`src/rtl/uart_rx_fifo.sv`:
```
// UART receiver (16x oversampling, 8N1) feeding a first-word-fall-through FIFO.
// Define UART_RX_PARITY_EN to receive 8E1 frames instead.
module uart_rx_fifo #(
  parameter int unsigned DEPTH = 16
) (
  input  logic                   i_hclk,
  input  logic                   i_hreset,
  input  logic                   i_en,
  input  logic [15:0]            i_prescale,
  input  logic                   i_rx,
  input  logic                   i_rd,
  output logic [7:0]             o_rdata,
  output logic                   o_empty,
  output logic                   o_full,
  output logic [$clog2(DEPTH):0] o_level,
  output logic                   o_fe,
  output logic                   o_ovr,
  input  logic                   i_clr_err
);

  localparam int unsigned AW = $clog2(DEPTH);
  localparam int unsigned LW = AW + 1;

  localparam logic [2:0] ST_IDLE   = 3'd0;
  localparam logic [2:0] ST_START  = 3'd1;
  localparam logic [2:0] ST_DATA   = 3'd2;
`ifdef UART_RX_PARITY_EN
  localparam logic [2:0] ST_PARITY = 3'd3;
`endif
  localparam logic [2:0] ST_STOP   = 3'd4;

  logic          r_rx_meta, r_rx_sync, r_rx_prev;
  logic [15:0]   r_tick_cnt;
  logic [2:0]    r_state, w_state_d;
  logic [3:0]    r_os_cnt, w_os_cnt_d;
  logic [2:0]    r_bit_cnt, w_bit_cnt_d;
  logic [7:0]    r_shift, w_shift_d;
  logic          w_fall, w_tick, w_start_det, w_push, w_fe_set;
  logic          w_pop, w_wr, w_ovr_set;
  logic [AW-1:0] r_wr_ptr, r_rd_ptr;
  logic [LW-1:0] r_level, w_level_d;
  logic          r_fe, r_ovr;
  logic [7:0]    r_mem [DEPTH];

  always_ff @(posedge i_hclk or posedge i_hreset) begin
    if (i_hreset) begin
      r_rx_meta <= 1'b1;
      r_rx_sync <= 1'b1;
      r_rx_prev <= 1'b1;
    end else begin
      r_rx_meta <= i_rx;
      r_rx_sync <= r_rx_meta;
      r_rx_prev <= r_rx_sync;
    end
  end

  assign w_fall      = r_rx_prev & ~r_rx_sync;
  assign w_start_det = i_en && (r_state == ST_IDLE) && w_fall;
  assign w_tick      = i_en && (r_tick_cnt == 16'd0);

  // Down-counter reloads from i_prescale, so a new prescale applies at the next reload.
  always_ff @(posedge i_hclk or posedge i_hreset) begin
    if (i_hreset) begin
      r_tick_cnt <= 16'd0;
    end else if (!i_en) begin
      r_tick_cnt <= 16'd0;
    end else if (w_start_det || (r_tick_cnt == 16'd0)) begin
      r_tick_cnt <= i_prescale;
    end else begin
      r_tick_cnt <= r_tick_cnt - 16'd1;
    end
  end

  always_comb begin
    w_state_d   = r_state;
    w_os_cnt_d  = r_os_cnt;
    w_bit_cnt_d = r_bit_cnt;
    w_shift_d   = r_shift;
    w_push      = 1'b0;
    w_fe_set    = 1'b0;
    case (r_state)
      ST_IDLE: begin
        if (w_fall) begin
          w_state_d  = ST_START;
          w_os_cnt_d = 4'd0;
        end
      end
      ST_START: begin
        if (w_tick) begin
          if (r_os_cnt == 4'd7) begin
            w_os_cnt_d  = 4'd0;
            w_bit_cnt_d = 3'd0;
            w_state_d   = r_rx_sync ? ST_IDLE : ST_DATA;
          end else begin
            w_os_cnt_d = r_os_cnt + 4'd1;
          end
        end
      end
      ST_DATA: begin
        if (w_tick) begin
          w_os_cnt_d = r_os_cnt + 4'd1;
          if (r_os_cnt == 4'd15) begin
            w_shift_d = {r_rx_sync, r_shift[7:1]};
            if (r_bit_cnt == 3'd7) begin
`ifdef UART_RX_PARITY_EN
              w_state_d = ST_PARITY;
`else
              w_state_d = ST_STOP;
`endif
            end else begin
              w_bit_cnt_d = r_bit_cnt + 3'd1;
            end
          end
        end
      end
`ifdef UART_RX_PARITY_EN
      ST_PARITY: begin
        if (w_tick) begin
          w_os_cnt_d = r_os_cnt + 4'd1;
          if (r_os_cnt == 4'd15) begin
            // Even parity: the received bit must equal the XOR of the data bits.
            if (r_rx_sync != ^r_shift) begin
              w_fe_set  = 1'b1;
              w_state_d = ST_IDLE;
            end else begin
              w_state_d = ST_STOP;
            end
          end
        end
      end
`endif
      ST_STOP: begin
        if (w_tick) begin
          w_os_cnt_d = r_os_cnt + 4'd1;
          if (r_os_cnt == 4'd15) begin
            w_state_d = ST_IDLE;
            w_push    = r_rx_sync;
            w_fe_set  = ~r_rx_sync;
          end
        end
      end
      default: w_state_d = ST_IDLE;
    endcase
    if (!i_en) begin
      w_state_d   = ST_IDLE;
      w_os_cnt_d  = 4'd0;
      w_bit_cnt_d = 3'd0;
      w_push      = 1'b0;
      w_fe_set    = 1'b0;
    end
  end

  always_ff @(posedge i_hclk or posedge i_hreset) begin
    if (i_hreset) begin
      r_state   <= ST_IDLE;
      r_os_cnt  <= 4'd0;
      r_bit_cnt <= 3'd0;
      r_shift   <= 8'd0;
    end else begin
      r_state   <= w_state_d;
      r_os_cnt  <= w_os_cnt_d;
      r_bit_cnt <= w_bit_cnt_d;
      r_shift   <= w_shift_d;
    end
  end

  // A pop frees the slot in the same cycle, so a push into a full FIFO with RD high is kept.
  assign w_pop     = i_rd && !o_empty;
  assign w_wr      = w_push && (!o_full || w_pop);
  assign w_ovr_set = w_push && o_full && !w_pop;

  always_comb begin
    w_level_d = r_level;
    case ({w_wr, w_pop})
      2'b10:   w_level_d = r_level + LW'(1);
      2'b01:   w_level_d = r_level - LW'(1);
      default: w_level_d = r_level;
    endcase
  end

  always_ff @(posedge i_hclk) begin
    if (w_wr) begin
      r_mem[r_wr_ptr] <= w_shift_d;
    end
  end

  always_ff @(posedge i_hclk or posedge i_hreset) begin
    if (i_hreset) begin
      r_wr_ptr <= '0;
      r_rd_ptr <= '0;
      r_level  <= '0;
      r_fe     <= 1'b0;
      r_ovr    <= 1'b0;
    end else begin
      if (w_wr) begin
        r_wr_ptr <= r_wr_ptr + AW'(1);
      end
      if (w_pop) begin
        r_rd_ptr <= r_rd_ptr + AW'(1);
      end
      r_level <= w_level_d;
      if (i_clr_err) begin
        r_fe  <= 1'b0;
        r_ovr <= 1'b0;
      end else begin
        r_fe  <= r_fe | w_fe_set;
        r_ovr <= r_ovr | w_ovr_set;
      end
    end
  end

  assign o_rdata = r_mem[r_rd_ptr];
  assign o_level = r_level;
  assign o_empty = (r_level == '0);
  assign o_full  = (r_level == LW'(DEPTH));
  assign o_fe    = r_fe;
  assign o_ovr   = r_ovr;

endmodule

```
`config.mk`:
```
export PLATFORM = sky130hd
export DESIGN_NAME = uart_rx_fifo
export DESIGN_NICKNAME = d
export VERILOG_FILES = /design/src/rtl/uart_rx_fifo.sv
export SDC_FILE = /design/constraint.sdc
export NUM_CORES = 1
export LEC_CHECK = 0
export ABC_CLOCK_PERIOD_IN_PS = 2750
export CELL_PAD_IN_SITES_DETAIL_PLACEMENT = 1
export CELL_PAD_IN_SITES_GLOBAL_PLACEMENT = 2
export CORE_MARGIN = 3
export CORE_UTILIZATION = 40
export CTS_BUF_LIST = sky130_fd_sc_hd__clkbuf_16
export DETAILED_ROUTE_END_ITERATION = 10
export HOLD_SLACK_MARGIN = 0.12
export MAX_ROUTING_LAYER = met4
export PLACE_DENSITY_LB_ADDON = 0.08
export RECOVER_POWER = 50
export SYNTH_ARGS = -nofsm -noshare
export SYNTH_HDL_FRONTEND = slang
export SYNTH_SLANG_ARGS = --single-unit
```
`constraint.sdc`:
```
create_clock -name i_hclk -period 2.75 [get_ports i_hclk]
set_input_delay 0.55 -clock i_hclk [delete_from_list [all_inputs] [get_ports i_hclk]]
set_output_delay 0.55 -clock i_hclk [all_outputs]
set_load 0.05 [all_outputs]
```
==> impl_metrics.env, run 1 <==
export IMPL_status="finished, violations left"
export IMPL_violations="negative setup slack"
export IMPL_yosysSeqAreaShare=0.661
export IMPL_dieHeight_um=146
export IMPL_cts_made_buffers=17
export IMPL_place_inst=811
export IMPL_relSlewSlack=0.312
export IMPL_ant_nets=0
export IMPL_switchingPower_mw=2.50
export IMPL_max_freq_mhz=352
export IMPL_critPathLaunchType="register"
export IMPL_powerDensity_nw_per_um2=837
export IMPL_routed_wl_um=17700
export IMPL_hp_class="register to register"
export IMPL_intPower_mw=5.45
export IMPL_antenna_found_initial=0
export IMPL_synthCells=482
export IMPL_seq_power_share=0.418
export IMPL_coreArea_um2=18900
export IMPL_async_flop_share=0.289
export IMPL_grt_max_degree=36
export IMPL_wl_per_cell_um=21.0
export IMPL_required_ps=2200
export IMPL_rr_worst_depth=8
export IMPL_drive_gt1_frac=0.262
export IMPL_synth_adder_area_share=0.0235
export IMPL_port_buffers=38
export IMPL_rsz0062_at_grt="true"
export IMPL_clk_pin_slew_ps=70
export IMPL_power_frac_comb=0.272
export IMPL_min_period_over_period=1.03
export IMPL_maxCapViolations=0
export IMPL_clkLatencyLatePin_ps=420
export IMPL_gp_congestion=0.792
export IMPL_synth_top_family_by_area="multiplexers"
export IMPL_final_util=0.503
export IMPL_diodes=0
export IMPL_yosys_area_share_simple=0.0779
export IMPL_tightest_slew_ps=1030
export IMPL_grt_pass1_vias=4716
export IMPL_fin_nets=607
export IMPL_power_total_mw=7.96
export IMPL_setup_viol=8
export IMPL_drc=0
export IMPL_die_w_um=146
export IMPL_synth_edf_count=128
export IMPL_synthMuxAreaShare=0.141
export IMPL_fin_crit_ps=2840
export IMPL_rows=50
export IMPL_ys_warn_count=0
export IMPL_report_final_slew_viol_count=0
export IMPL_ys_types=51
export IMPL_pin_count=39
export IMPL_start_util=0.412
export IMPL_vias_per_cell=5.21
export IMPL_cts_tree="built"
export IMPL_avgSynthCellArea_um2=16.2
export IMPL_dpl_worst_slack_ps=-234
export IMPL_synth_xor_area_share=0.0292
export IMPL_vias=4399
export IMPL_crit_path_end_kind="output port"
export IMPL_synth_compound_area_frac=0.0479
export IMPL_netSwitchingFraction=0.314
export IMPL_grt_overflow_total=0
export IMPL_syn_nets=518
export IMPL_cts_sinks=180
export IMPL_critPathMaxFanout=16
export IMPL_grt_pass1_wl_um=28100
export IMPL_ys_flop_type="edfxtp_1"
export IMPL_pwr_share_clk=0.310
export IMPL_synth_seq_cells=180
export IMPL_p_leak_nw=3.35
export IMPL_cts_root_buf="clkbuf_16"
export IMPL_clk_path_buf_depth=2
export IMPL_holdWs_ps=365
export IMPL_drt_iter0_markers=243
export IMPL_htreeDepth=4
export IMPL_synth_area_um2=7790
export IMPL_dp_hpwl_um=12200
export IMPL_peakVddDrop_mv=0.387
export IMPL_dieArea_um2=21200
export IMPL_clock_skew_ps=9.78
export IMPL_synthToLayoutAreaGrowth_pct=22.1
export IMPL_firstDrtPassIters=4
export IMPL_track_usage=0.181
export IMPL_fin_cells=844
export IMPL_whs_path_depth=0
export IMPL_cp_arrival_ps=2290
export IMPL_worst_setup_path_type="register to output port"
export IMPL_finalHoldViolCount=0
export IMPL_setup_ws_ps=-87.8
-- sequential cells by signal, indices dropped and copies added, names as in the netlist --
name and flops:
r_rx_meta 1, r_mem 128, r_tick_cnt 16, o_fe 1, r_rx_sync 1, o_ovr 1, r_rx_prev 1, r_rd_ptr 4
r_bit_cnt 3, o_level 5, r_wr_ptr 4, r_state 3, r_os_cnt 4, r_shift 8
-- power groups by stage --
stage	combinational [mW]	sequential [mW]	clock, mW
final	2.16	3.33	2.46
after global routing	2.41	3.36	2.65
after CTS	2.22	3.32	2.53
after detailed placement	2.19	3.37	0
after global placement	2.15	3.37	0
after floorplan	1.42	3.41	0
-- Yosys cell counts (all sizes together), types with 2 or more instances --
library cell	instances	area, um2
edfxtp	128	3840
dfrtp	49	1230
mux4	40	901
nor2	31	116
nand2	24	92.6
o21ai	17	88.8
clkbuf	16	60.1
inv	16	60.1
xnor2	16	140
a21oi	14	70.1
ha	13	163
mux2	12	135
xor2	10	87.6
nor3	8	45.0
o211a	8	80.1
buf	7	31.3
nand3	7	35.0
nand4	7	50.1
mux2i	6	60.1
nand2b	6	37.5
a21o	5	37.5
nor4	5	67.6
and4	4	35.0
nor2b	4	25.0
o31ai	4	43.8
or3	4	25.0
dfstp	3	78.8
and3b	2	17.5
nand3b	2	15.0
-- worst paths after layout --
path | from | endpoint | slack, ps
setup reg to reg | r_tick_cnt[0]$_DFF_PP0_ | r_mem[4][2]$_DFFE_PP_ | 100
min in group asynchronous | i_hreset | r_wr_ptr[0]$_DFFE_PP0P_ | 690
hold / removal | r_rx_meta$_DFF_PP1_ | r_rx_sync$_DFF_PP1_ | 360
max in group asynchronous | i_hreset | r_rd_ptr[0]$_DFFE_PP0P_ | 510
setup / recovery | r_rd_ptr[0]$_DFFE_PP0P_ | o_rdata[5] | -90
hold reg to reg | r_rx_meta$_DFF_PP1_ | r_rx_sync$_DFF_PP1_ | 360
-- logic make-up after synthesis --
family          count (synthesis)
simple gates                  110
compound gates                 55
buf+inv                        39
fa+ha+maj                      14
xor+xnor                       26
mux                            58
flops                         180
-- final cells by class --
| cell class | instances | area [um2] |
|---|---|---|
| sequential | 180 | 5150 |
| inverter | 16 | 60.1 |
| fill | 1872 | 9380 |
| timing repair buffer | 93 | 852 |
| multi-input combinational | 263 | 2520 |
| clock inverter | 15 | 170 |
| tap | 260 | 325 |
| clock buffer | 17 | 425 |
-- timing repair --
| action | 4_1_cts | 5_1_grt |
|---|---|---|
| resized for setup | 12 | 5 |
| hold buffers | 0 | 0 |
| endpoints found under the hold margin | 0 | 0 |
| setup buffers | 1 | 0 |
| pin swaps | 2 | 1 |
| setup endpoints to repair | 138 | 72 |
-- metal layers --
layer / part of all wire / vias up / track usage
met5: 0 / - / -
met4: 0.012 / 0 / 0.0503
met3: 0.030 / 19 / 0.0311
met2: 0.52 / 82 / 0.309
met1: 0.43 / 2264 / 0.225
li1: - / 2034 / -
-- per-stage QoR --
| stage | setup TNS [ps] | instance area, um2 |
|---|---|---|
| 6_report | -344 | 9510 |
| 4_1_cts | -696 | 9540 |
| 3_5_place_dp | -18910 | 8890 |
| 2_1_floorplan | -2410 | 7790 |
| 5_1_grt | -14640 | 9510 |
| 3_3_place_gp | -15980 | 8890 |
-- placed cells by master (no fill, tap or decap), types with 3 or more instances in the layout --
cell | Yosys | layout
nor2b_1 | 4 | 4
nand3_1 | 7 | 7
mux2_1 | 0 | 8
buf_12 | 0 | 6
dlygate4sd3_1 | 0 | 9
and4_1 | 4 | 4
edfxtp_1 | 128 | 128
nor2_1 | 31 | 30
nand4_1 | 6 | 6
buf_6 | 0 | 10
xnor2_1 | 16 | 16
inv_6 | 0 | 5
nand2_1 | 23 | 24
inv_1 | 16 | 17
dfrtp_2 | 0 | 4
mux2i_1 | 6 | 6
nand2b_1 | 6 | 6
ha_1 | 13 | 13
clkbuf_2 | 0 | 4
mux2_2 | 12 | 4
clkbuf_1 | 16 | 5
o21ai_0 | 16 | 17
a21o_1 | 5 | 5
dfrtp_1 | 49 | 45
a21oi_1 | 14 | 13
nor3_1 | 7 | 6
xor2_1 | 10 | 10
or3_1 | 4 | 4
inv_8 | 0 | 3
o211a_1 | 8 | 8
buf_4 | 0 | 40
mux4_2 | 40 | 40
o31ai_1 | 3 | 3
nor4_4 | 2 | 3
clkdlybuf4s50_1 | 0 | 19
clkbuf_16 | 0 | 17
-- worst max-delay path, cell delays in order, from the launching register on --
cell     delay [ps]
dfrtp_2         410
buf_12          190
mux4_2          560
mux4_2          510
buf_6           180
Power figures use the tool's default switching activity.
==> run 2: changes to the inputs <==
CORE_UTILIZATION = 43   (was 40)
DONT_BUFFER_PORTS = 1   (was not set)
PLACE_DENSITY_LB_ADDON = 0.2   (was 0.08)
==> impl_metrics.env, run 2 (synthesis results as in run 1) <==
export IMPL_ant_nets=0
export IMPL_grt_met3_usage=0.0352
export IMPL_clk_path_buf_depth=2
export IMPL_dieArea_um2=19800
export IMPL_htreeDepth=4
export IMPL_status="finished, violations left"
export IMPL_grt_max_degree=36
export IMPL_relSlewSlack=0.279
export IMPL_final_cell_mix="edfxtp_1 (128), dfrtp_1 (45), mux4_2 (40)"
export IMPL_start_util=0.444
export IMPL_tightest_slew_ps=1080
export IMPL_cts_sinks=180
export IMPL_required_ps=2200
export IMPL_dpl_worst_slack_ps=-89.3
export IMPL_vias=4251
export IMPL_finalHoldViolCount=0
export IMPL_drc=0
export IMPL_synthToLayoutAreaGrowth_pct=17.1
export IMPL_clk_pin_slew_ps=70
export IMPL_fin_cells=770
export IMPL_grt_pass1_vias=4665
export IMPL_place_inst=726
export IMPL_coreArea_um2=17500
export IMPL_dp_hpwl_um=11200
export IMPL_diodes=0
export IMPL_critPathLaunchType="register"
export IMPL_port_buffers=0
export IMPL_crit_path_end_kind="output port"
export IMPL_cts_root_buf="clkbuf_16"
export IMPL_clkLatencyLatePin_ps=430
export IMPL_vias_per_cell=5.52
export IMPL_setup_ws_ps=-94.0
export IMPL_violations="negative setup slack"
export IMPL_pin_count=39
export IMPL_grt_pass1_wl_um=26900
export IMPL_powerDensity_nw_per_um2=889
export IMPL_drt_iter0_markers=205
export IMPL_grt_overflow_total=0
export IMPL_final_area_um2=9120
export IMPL_cts_tree="built"
export IMPL_track_usage=0.187
export IMPL_wl_per_cell_um=22.1
export IMPL_fin_nets=568
export IMPL_dieHeight_um=141
export IMPL_busiest_layer="met2"
export IMPL_rows=48
export IMPL_clock_skew_ps=14.2
export IMPL_rsz0062_at_grt="true"
export IMPL_dpl_cell_area_um2=8330
export IMPL_hp_class="primary input to register"
export IMPL_gp_congestion=0.817
export IMPL_die_w_um=141
export IMPL_p_leak_nw=3.16
export IMPL_largest_reg_flops=128
export IMPL_drive_gt1_frac=0.273
export IMPL_peakVddDrop_mv=0.470
export IMPL_routed_wl_um=17000
export IMPL_fillCellCount=1671
export IMPL_report_final_slew_viol_count=0
export IMPL_layout_commonest_cell="edfxtp_1"
export IMPL_reg_top3="r_mem x128, r_tick_cnt x16, r_shift x8"
export IMPL_critPathMaxFanout=4
export IMPL_worst_setup_path_type="register to output port"
export IMPL_regMostFlops="r_mem"
export IMPL_gr_usage_met1=0.226
export IMPL_fin_crit_ps=2840
export IMPL_globalRouteMet2Util=0.318
export IMPL_cp_arrival_ps=2290
export IMPL_maxCapViolations=0
export IMPL_max_freq_mhz=352
export IMPL_firstDrtPassIters=5
export IMPL_cts_made_buffers=17
export IMPL_antenna_found_initial=0
export IMPL_setup_viol=8
export IMPL_min_period_over_period=1.03
run 2: path summary, 6_finish.rpt:
path                                          from                 endpoint  slack (ps)  depth (start not counted)
max                        r_rd_ptr[0]$_DFFE_PP0P_               o_rdata[2]         -90                          4
min                                      i_clr_err           o_fe$_DFF_PP0_         180                          1
max reg2reg                r_tick_cnt[1]$_DFF_PP0_   o_level[4]$_DFFE_PP0P_          30                         12
min reg2reg                    r_rx_meta$_DFF_PP1_      r_rx_sync$_DFF_PP1_         360                          0
max in group asynchronous                 i_hreset  r_rd_ptr[0]$_DFFE_PP0P_         520                          3
min in group asynchronous                 i_hreset  r_wr_ptr[3]$_DFFE_PP0P_         710                          2
run 2: power by group:
part / leakage [nW] / switching (mW) / internal (mW)
combinational: 1.24 / 1.21 / 1.11
clock: 0.292 / 1.12 / 1.38
sequential: 1.62 / 0.219 / 3.07
run 2: area by class of cell:
cell class                      instances  area [um2]  area share
Inverter                               16        60.1     0.00659
Clock inverter                         15         184      0.0202
Tap cell                              225         282      0.0309
Sequential cell                       180        5150       0.565
Clock buffer                           17         425      0.0467
Multi-Input combinational cell        263        2510       0.275
Timing Repair Buffer                   54         503      0.0552
run 2: repair_timing:
item	in CTS	in global routing
endpoints found under the setup margin	26	215
hold buffers	2	0
setup buffers	4	3
hold endpoints to repair	16	0
resized for setup	4	15
pin swaps	1	2
cloned	2	3
run 2: routing by layer:
metal  share of wire  vias to the layer above
met1            0.42                     2210
li1                -                     1955
met2            0.54                       65
met3           0.026                       21
met4           0.015                        0
met5               0                        -
run 2: metrics by stage:
stage,util,power (mW),hold slack [ps],TNS (ps)
2_1_floorplan,-,4.83,345,-2410
3_3_place_gp,0.475,5.38,351,0
3_5_place_dp,0.475,5.42,350,-89.3
4_1_cts,0.517,8.14,157,-1270
5_1_grt,0.520,8.55,157,-14550
6_report,0.520,8.11,179,-650
run 2: worst max-delay path, stage by stage (launching register included):
cell and delay [ps]:
dfrtp_2 390, buf_6 130, clkbuf_16 150, mux4_2 530
mux4_2 650
